`config.mk`:
```
export PLATFORM = sky130hd
export DESIGN_NAME = bus_arbiter_flat
export DESIGN_NICKNAME = d
export VERILOG_FILES = /design/src/rtl/bus_arbiter_pkg.sv /design/src/rtl/bus_arbiter_if.sv /design/src/rtl/bus_arbiter.sv /design/src/flat_wrapper.sv
export SDC_FILE = /design/constraint.sdc
export NUM_CORES = 1
export LEC_CHECK = 0
export CORE_AREA = 2 2 119 121
export DETAILED_ROUTE_END_ITERATION = 10
export DIE_AREA = 0 0 121 123
export PLACE_DENSITY_LB_ADDON = 0.08
export SYNTH_ARGS = -nofsm -noshare
export SYNTH_HDL_FRONTEND = slang
export SYNTH_SLANG_ARGS = --single-unit
```
`constraint.sdc`:
```
create_clock -name clk -period 1.4 [get_ports clk]
set_input_delay 0.28 -clock clk [delete_from_list [all_inputs] [get_ports clk]]
set_output_delay 0.28 -clock clk [all_outputs]
set_load 0.01 [all_outputs]
```
`src/rtl/bus_arbiter_pkg.sv`:
```
// Shared types for the two-master bus arbiter: FSM states, owner encoding, transfer sizes.
// The tie-break policy is selected by ARB_ROUND_ROBIN_EN (see bus_arbiter.sv).
package bus_arbiter_pkg;

    typedef enum logic [1:0] {
        ST_IDLE    = 2'd0,
        ST_BUSY    = 2'd1,
        ST_RELEASE = 2'd2
    } state_t;

    typedef enum logic {
        OWN_M0 = 1'b0,
        OWN_M1 = 1'b1
    } owner_t;

    localparam logic [1:0] SIZE_BYTE = 2'd0;
    localparam logic [1:0] SIZE_HALF = 2'd1;
    localparam logic [1:0] SIZE_WORD = 2'd2;

    // prefer_m1 only matters when both masters request in the same cycle.
    function automatic owner_t pick_owner(input logic req0, input logic req1,
                                          input logic prefer_m1);
        if (req0 && req1)
            return prefer_m1 ? OWN_M1 : OWN_M0;
        if (req1)
            return OWN_M1;
        return OWN_M0;
    endfunction

    function automatic logic [1:0] owner_onehot(input owner_t owner);
        return (owner == OWN_M1) ? 2'b10 : 2'b01;
    endfunction

endpackage

```
`src/rtl/bus_arbiter_if.sv`:
```
// Request/response channel used for both masters and the shared downstream bus.
// master modport drives the request fields; slave modport returns data and the completion strobe.
interface bus_arbiter_if #(
    parameter int AW = 32,
    parameter int DW = 32
);
    logic [AW-1:0] address;
    logic          rw;
    logic [DW-1:0] write_data;
    logic [1:0]    size;
    logic          rw_req;
    logic [DW-1:0] read_data;
    logic          rec;

    modport master (
        output address, rw, write_data, size, rw_req,
        input  read_data, rec
    );

    modport slave (
        input  address, rw, write_data, size, rw_req,
        output read_data, rec
    );
endinterface

```
`src/rtl/bus_arbiter.sv`:
```
// Two-master (CPU m0, DMA m1) arbiter for one shared downstream bus, one transaction at a time.
// Define ARB_ROUND_ROBIN_EN for round-robin tie-breaking; default build is fixed priority (m0 wins).
//
// state   | meaning
// --------+----------------------------------------------------------
// IDLE    | no owner; any pending request is arbitrated at the edge
// BUSY    | owner's fields routed downstream, rw_req high until rec
// RELEASE | one dead cycle so the owner can drop its request
module bus_arbiter
    import bus_arbiter_pkg::*;
#(
    parameter int AW = 32,
    parameter int DW = 32
) (
    input  logic          clk,
    input  logic          reset,
    bus_arbiter_if.slave  m0,
    bus_arbiter_if.slave  m1,
    bus_arbiter_if.master ds,
    output logic [1:0]    grant,
    output logic          busy
);

    state_t state, state_nxt;
    owner_t owner, owner_nxt;
    logic   tie_pref_m1;
    logic   any_req;

    logic [AW-1:0] sel_address;
    logic          sel_rw;
    logic [DW-1:0] sel_write_data;
    logic [1:0]    sel_size;

    assign any_req = m0.rw_req || m1.rw_req;

    always_ff @(posedge clk or posedge reset) begin
        if (reset) begin
            state <= ST_IDLE;
            owner <= OWN_M0;
        end else begin
            state <= state_nxt;
            owner <= owner_nxt;
        end
    end

`ifdef ARB_ROUND_ROBIN_EN
    // Set when m0 won the last grant, so m1 wins the next tie.
    logic prefer_m1;

    always_ff @(posedge clk or posedge reset) begin
        if (reset)
            prefer_m1 <= 1'b0;
        else if (state == ST_IDLE && any_req)
            prefer_m1 <= (owner_nxt == OWN_M0);
    end

    assign tie_pref_m1 = prefer_m1;
`else
    assign tie_pref_m1 = 1'b0;
`endif

    always_comb begin
        sel_address    = m0.address;
        sel_rw         = m0.rw;
        sel_write_data = m0.write_data;
        sel_size       = m0.size;
        if (owner == OWN_M1) begin
            sel_address    = m1.address;
            sel_rw         = m1.rw;
            sel_write_data = m1.write_data;
            sel_size       = m1.size;
        end
    end

    always_comb begin
        state_nxt     = state;
        owner_nxt     = owner;
        grant         = 2'b00;
        busy          = 1'b0;
        ds.address    = '0;
        ds.rw         = 1'b0;
        ds.write_data = '0;
        ds.size       = 2'b00;
        ds.rw_req     = 1'b0;
        m0.rec        = 1'b0;
        m0.read_data  = '0;
        m1.rec        = 1'b0;
        m1.read_data  = '0;

        case (state)
            ST_IDLE: begin
                if (any_req) begin
                    owner_nxt = pick_owner(m0.rw_req, m1.rw_req, tie_pref_m1);
                    state_nxt = ST_BUSY;
                end
            end
            ST_BUSY: begin
                grant         = owner_onehot(owner);
                busy          = 1'b1;
                ds.address    = sel_address;
                ds.rw         = sel_rw;
                ds.write_data = sel_write_data;
                ds.size       = sel_size;
                ds.rw_req     = 1'b1;
                // Completion is forwarded in the same cycle, only to the owner.
                if (ds.rec) begin
                    if (owner == OWN_M1) begin
                        m1.rec       = 1'b1;
                        m1.read_data = ds.read_data;
                    end else begin
                        m0.rec       = 1'b1;
                        m0.read_data = ds.read_data;
                    end
                    state_nxt = ST_RELEASE;
                end
            end
            ST_RELEASE: begin
                state_nxt = ST_IDLE;
            end
            default: begin
                state_nxt = ST_IDLE;
            end
        endcase
    end

endmodule
```
`src/flat_wrapper.sv`:
```
// flat-port wrapper written by rule: the top's interface ports become plain ports
module bus_arbiter_flat import bus_arbiter_pkg::*;
#(
    parameter int AW = 32,
    parameter int DW = 32
)
  (clk, reset, grant, busy, m0_address, m0_rw, m0_write_data, m0_size, m0_rw_req, m0_read_data, m0_rec, m1_address, m1_rw, m1_write_data, m1_size, m1_rw_req, m1_read_data, m1_rec, ds_address, ds_rw, ds_write_data, ds_size, ds_rw_req, ds_read_data, ds_rec);
  bus_arbiter_if #(.AW(AW), .DW(DW)) m0_i ();
  bus_arbiter_if #(.AW(AW), .DW(DW)) m1_i ();
  bus_arbiter_if #(.AW(AW), .DW(DW)) ds_i ();
  input  logic clk;
  input  logic reset;
  output logic [1:0] grant;
  output logic busy;
  input wire logic [$bits(m0_i.address)-1:0] m0_address;
  input wire logic [$bits(m0_i.rw)-1:0] m0_rw;
  input wire logic [$bits(m0_i.write_data)-1:0] m0_write_data;
  input wire logic [$bits(m0_i.size)-1:0] m0_size;
  input wire logic [$bits(m0_i.rw_req)-1:0] m0_rw_req;
  output wire logic [$bits(m0_i.read_data)-1:0] m0_read_data;
  output wire logic [$bits(m0_i.rec)-1:0] m0_rec;
  input wire logic [$bits(m1_i.address)-1:0] m1_address;
  input wire logic [$bits(m1_i.rw)-1:0] m1_rw;
  input wire logic [$bits(m1_i.write_data)-1:0] m1_write_data;
  input wire logic [$bits(m1_i.size)-1:0] m1_size;
  input wire logic [$bits(m1_i.rw_req)-1:0] m1_rw_req;
  output wire logic [$bits(m1_i.read_data)-1:0] m1_read_data;
  output wire logic [$bits(m1_i.rec)-1:0] m1_rec;
  output wire logic [$bits(ds_i.address)-1:0] ds_address;
  output wire logic [$bits(ds_i.rw)-1:0] ds_rw;
  output wire logic [$bits(ds_i.write_data)-1:0] ds_write_data;
  output wire logic [$bits(ds_i.size)-1:0] ds_size;
  output wire logic [$bits(ds_i.rw_req)-1:0] ds_rw_req;
  input wire logic [$bits(ds_i.read_data)-1:0] ds_read_data;
  input wire logic [$bits(ds_i.rec)-1:0] ds_rec;
  assign m0_i.address = m0_address;
  assign m0_i.rw = m0_rw;
  assign m0_i.write_data = m0_write_data;
  assign m0_i.size = m0_size;
  assign m0_i.rw_req = m0_rw_req;
  assign m0_read_data = m0_i.read_data;
  assign m0_rec = m0_i.rec;
  assign m1_i.address = m1_address;
  assign m1_i.rw = m1_rw;
  assign m1_i.write_data = m1_write_data;
  assign m1_i.size = m1_size;
  assign m1_i.rw_req = m1_rw_req;
  assign m1_read_data = m1_i.read_data;
  assign m1_rec = m1_i.rec;
  assign ds_address = ds_i.address;
  assign ds_rw = ds_i.rw;
  assign ds_write_data = ds_i.write_data;
  assign ds_size = ds_i.size;
  assign ds_rw_req = ds_i.rw_req;
  assign ds_i.read_data = ds_read_data;
  assign ds_i.rec = ds_rec;
  bus_arbiter #(.AW(AW), .DW(DW)) u_core (.clk(clk), .reset(reset), .m0(m0_i), .m1(m1_i), .ds(ds_i), .grant(grant), .busy(busy));
endmodule
```
==> flow_metrics.py <==
metrics = {
    "clock_network": {
        "hold_buffers": 0,
        "cts_tree": "built",
        "clkSlewWorstSetupHoldPaths_ps": 30,
        "clock-sinks": 3,
        "h-tree-depth": 1,
        "clk_latency_ps": 220,
        "numCtsBuffers": 3,
        "cts_root_buf": "clkbuf_16",
        "cts_buffer_depth": 2,
    },
    "worst_setup_path": {
        "arrival_ps": 1530,
        "path_class": "reg2out",
        "start_kind": "register",
        "cp_num_buf_inv": 3,
        "reg2reg_from": "u_core.state[1]",
        "path_depth": 5,
        "required_ps": 1120,
        "critPathTopFamily": "flip-flops",
        "cpPeakStageDelay_ps": 470,
        "crit_path_max_fanout": 8,
        "slowest_stage": "dfrtp_4",
        "setup.worst_path.start": "u_core.owner",
        "crit_chain": "buf_6, and2_4, clkbuf_16, and3_1, buf_2",
        "ff2ff_path_depth": 6,
        "critPathCaptureType": "primary output",
    },
    "floorplanning": {
        "die_y_microns": 123,
        "start_util_pct": 13.0,
        "dieWidth_microns": 121,
        "ioPinCount": 308,
        "rows": 43,
        "dieArea_sq_um": 14900,
        "core_area_sq_um": 13600,
    },
    "detailed_routing": {
        "finalWirelength_microns": 12500,
        "drcViolationCount": 0,
        "vias": 3089,
        "firstDrtPassIters": 4,
        "drtAntennaViolNets": 0,
        "routedWlPerCell_microns": 16.5,
        "drtIter0Drc": 73,
        "viasPerCell": 4.09,
    },
    "yosys": {
        "avgSynthCellArea_sq_um": 7.17,
        "syn-cell-area_sq_um": 1770,
        "yosysUniqueCellTypes": 23,
        "syn_inst": 247,
        "syn_nets": 418,
        "synth-seq-cells": 3,
        "yosys_warnings": 0,
        "seq_area_frac_synth_pct": 4.24,
    },
    "run_status": {
        "outcome": "complete, but fails checks",
        "violations": "setup timing",
    },
    "placement": {
        "gp_congestion": 0.716,
        "dpl_cell_area_sq_um": 5050,
        "place_ws_ps": -811,
        "portBuffers": 307,
        "hpwl_microns": 8670,
    },
    "power": {
        "ir_drop_mv": 0.641,
        "p_per_area_nw_per_um2": 1290,
        "fin_total_pwr_mw": 7.52,
        "p_leak_nw": 2.75,
    },
    "layout": {
        "finalInstanceArea_sq_um": 5830,
        "multi_input_area_sq_um": 1880,
        "area_delta_synth_final_pct": 229,
        "final_common_cell": "clkdlybuf4s50_1",
        "n_antenna_cell": 0,
        "final_cell_mix": "169 x clkdlybuf4s50_1, 77 x buf_2, 59 x buf_6",
        "fill_cells": 1352,
        "final_util_pct": 42.8,
        "regArea_sq_um": 80.1,
        "fin_nets": 747,
        "drive_above_1_share_pct": 49.0,
    },
    "global_routing": {
        "gr-total-overflow": 0,
        "grt_usage_pct": 13.8,
        "grt_pass1_vias": 2927,
        "top_usage_layer": "met2",
        "grt.met1_usage_pct": 14.1,
        "use_met3_pct": 3.83,
        "grt_max_degree": 35,
        "grt_use_met2_pct": 28.1,
        "antenna_found_initial": 0,
        "grt_pass1_wl_microns": 16100,
    },
    "sta": {
        "fin_hold_ws_ps": 221,
        "slew_viol_final": 0,
        "finalHoldViolCount": 0,
        "slew_headroom_pct": 80.7,
        "skew_ps": 1.06,
        "rsz0062_at_grt": "true",
        "finalCriticalPeriod_ps": 1810,
        "tightest_slew_ps": 281,
        "fin_crit_sh_pct": 129,
        "setup_slack_ps": -406,
        "setup_violations": 137,
        "fmax_mhz": 554,
    },
    "min_path": {
        "min_path_type": "in2async",
    },
    "flow_run": {
        "drv_cap": 0,
    },
}
[cells in the mapped netlist]
master     instances  area, sq um
buf_2             10         50.1
nand2b_1           1         6.26
nor3b_1            1         7.51
and2b_1            1         7.51
inv_2              1         3.75
buf_8              2         30.0
nor2_1            48          180
inv_1              1         3.75
buf_4              7         52.6
nor2_2            20          125
and3_1            64          400
dfrtp_1            3         75.1
nor2b_4            1         13.8
mux2i_1           67          671
buf_6              5         56.3
nor2b_2            1         8.76
nor3_1             1         5.00
clkbuf_2           4         20.0
a211oi_1           1         7.51
and2_1             4         25.0
a2bb2oi_1          1         8.76
nor2b_1            1         6.26
clkbuf_1           2         7.51
[flip-flops by register name, summed over array words and instances (netlist names)]
| signal | cells |
|---|---|
| u_core.owner | 1 |
| u_core.state | 2 |
[worst register-to-register path, delay by kind of cell (launching register included)]
kind                   cells  cell delay (ps)
buffers and inverters      4              470
AND/OR/NAND/NOR            2              400
flip-flops                 1              380
[routing by layer]
metal	routed length (microns)	part of all wire, %
met1	4260	34
met2	6980	56
met3	1150	9.2
met4	88	0.71
met5	0	0
[kinds of logic after synthesis]
family | after synthesis | synth area share, %
AO/OA/AOI/OAI | 2 | 0.918
buffers and inverters | 32 | 12.6
flip-flops | 3 | 4.24
multiplexers | 67 | 37.9
AND/OR/NAND/NOR | 143 | 44.4
[where the power goes]
group | internal [mW] | total (mW) | leakage (nW) | switching, mW
logic | 3.87 | 6.90 | 2.68 | 3.03
registers | 0.127 | 0.160 | 0.0342 | 0.0330
clock network | 0.376 | 0.456 | 0.0382 | 0.0804
[final timing paths]
path / endpoint / slack [ps]
max: m1_read_data[10] / -410
min: u_core.state[0] / 220
max reg2reg: u_core.state[1] / 40
min reg2reg: u_core.state[0] / 670
max in group asynchronous: u_core.owner / 1030
min in group clk: u_core.state[0] / 500
[repair_timing]
| item | in CTS | in global routing |
|---|---|---|
| endpoints found under the setup margin | 137 | 138 |
| setup buffers | 16 | 3 |
| resized for setup | 604 | 131 |
| pin swaps | 8 | 29 |
| cloned | 7 | 10 |
| hold endpoints to repair | 0 | 0 |
[final cells by class]
| cell class | instances | share of cell area, % |
|---|---|---|
| flip-flops and latches | 3 | 1.37 |
| inverters | 2 | 0.344 |
| multi-input cells | 212 | 32.3 |
| well taps | 180 | 3.87 |
| clock buffers | 4 | 1.35 |
| repair buffers | 354 | 60.7 |
[through the flow]
| stage | instances | TNS, ps |
|---|---|---|
| 2_1_floorplan | 247 | 0 |
| 3_3_place_gp | 721 | -80350 |
| 3_5_place_dp | 721 | -81110 |
| 4_1_cts | 748 | -46290 |
| 5_1_grt | 755 | -54540 |
| 6_report | 755 | -47970 |
Power figures use the tool's default switching activity.
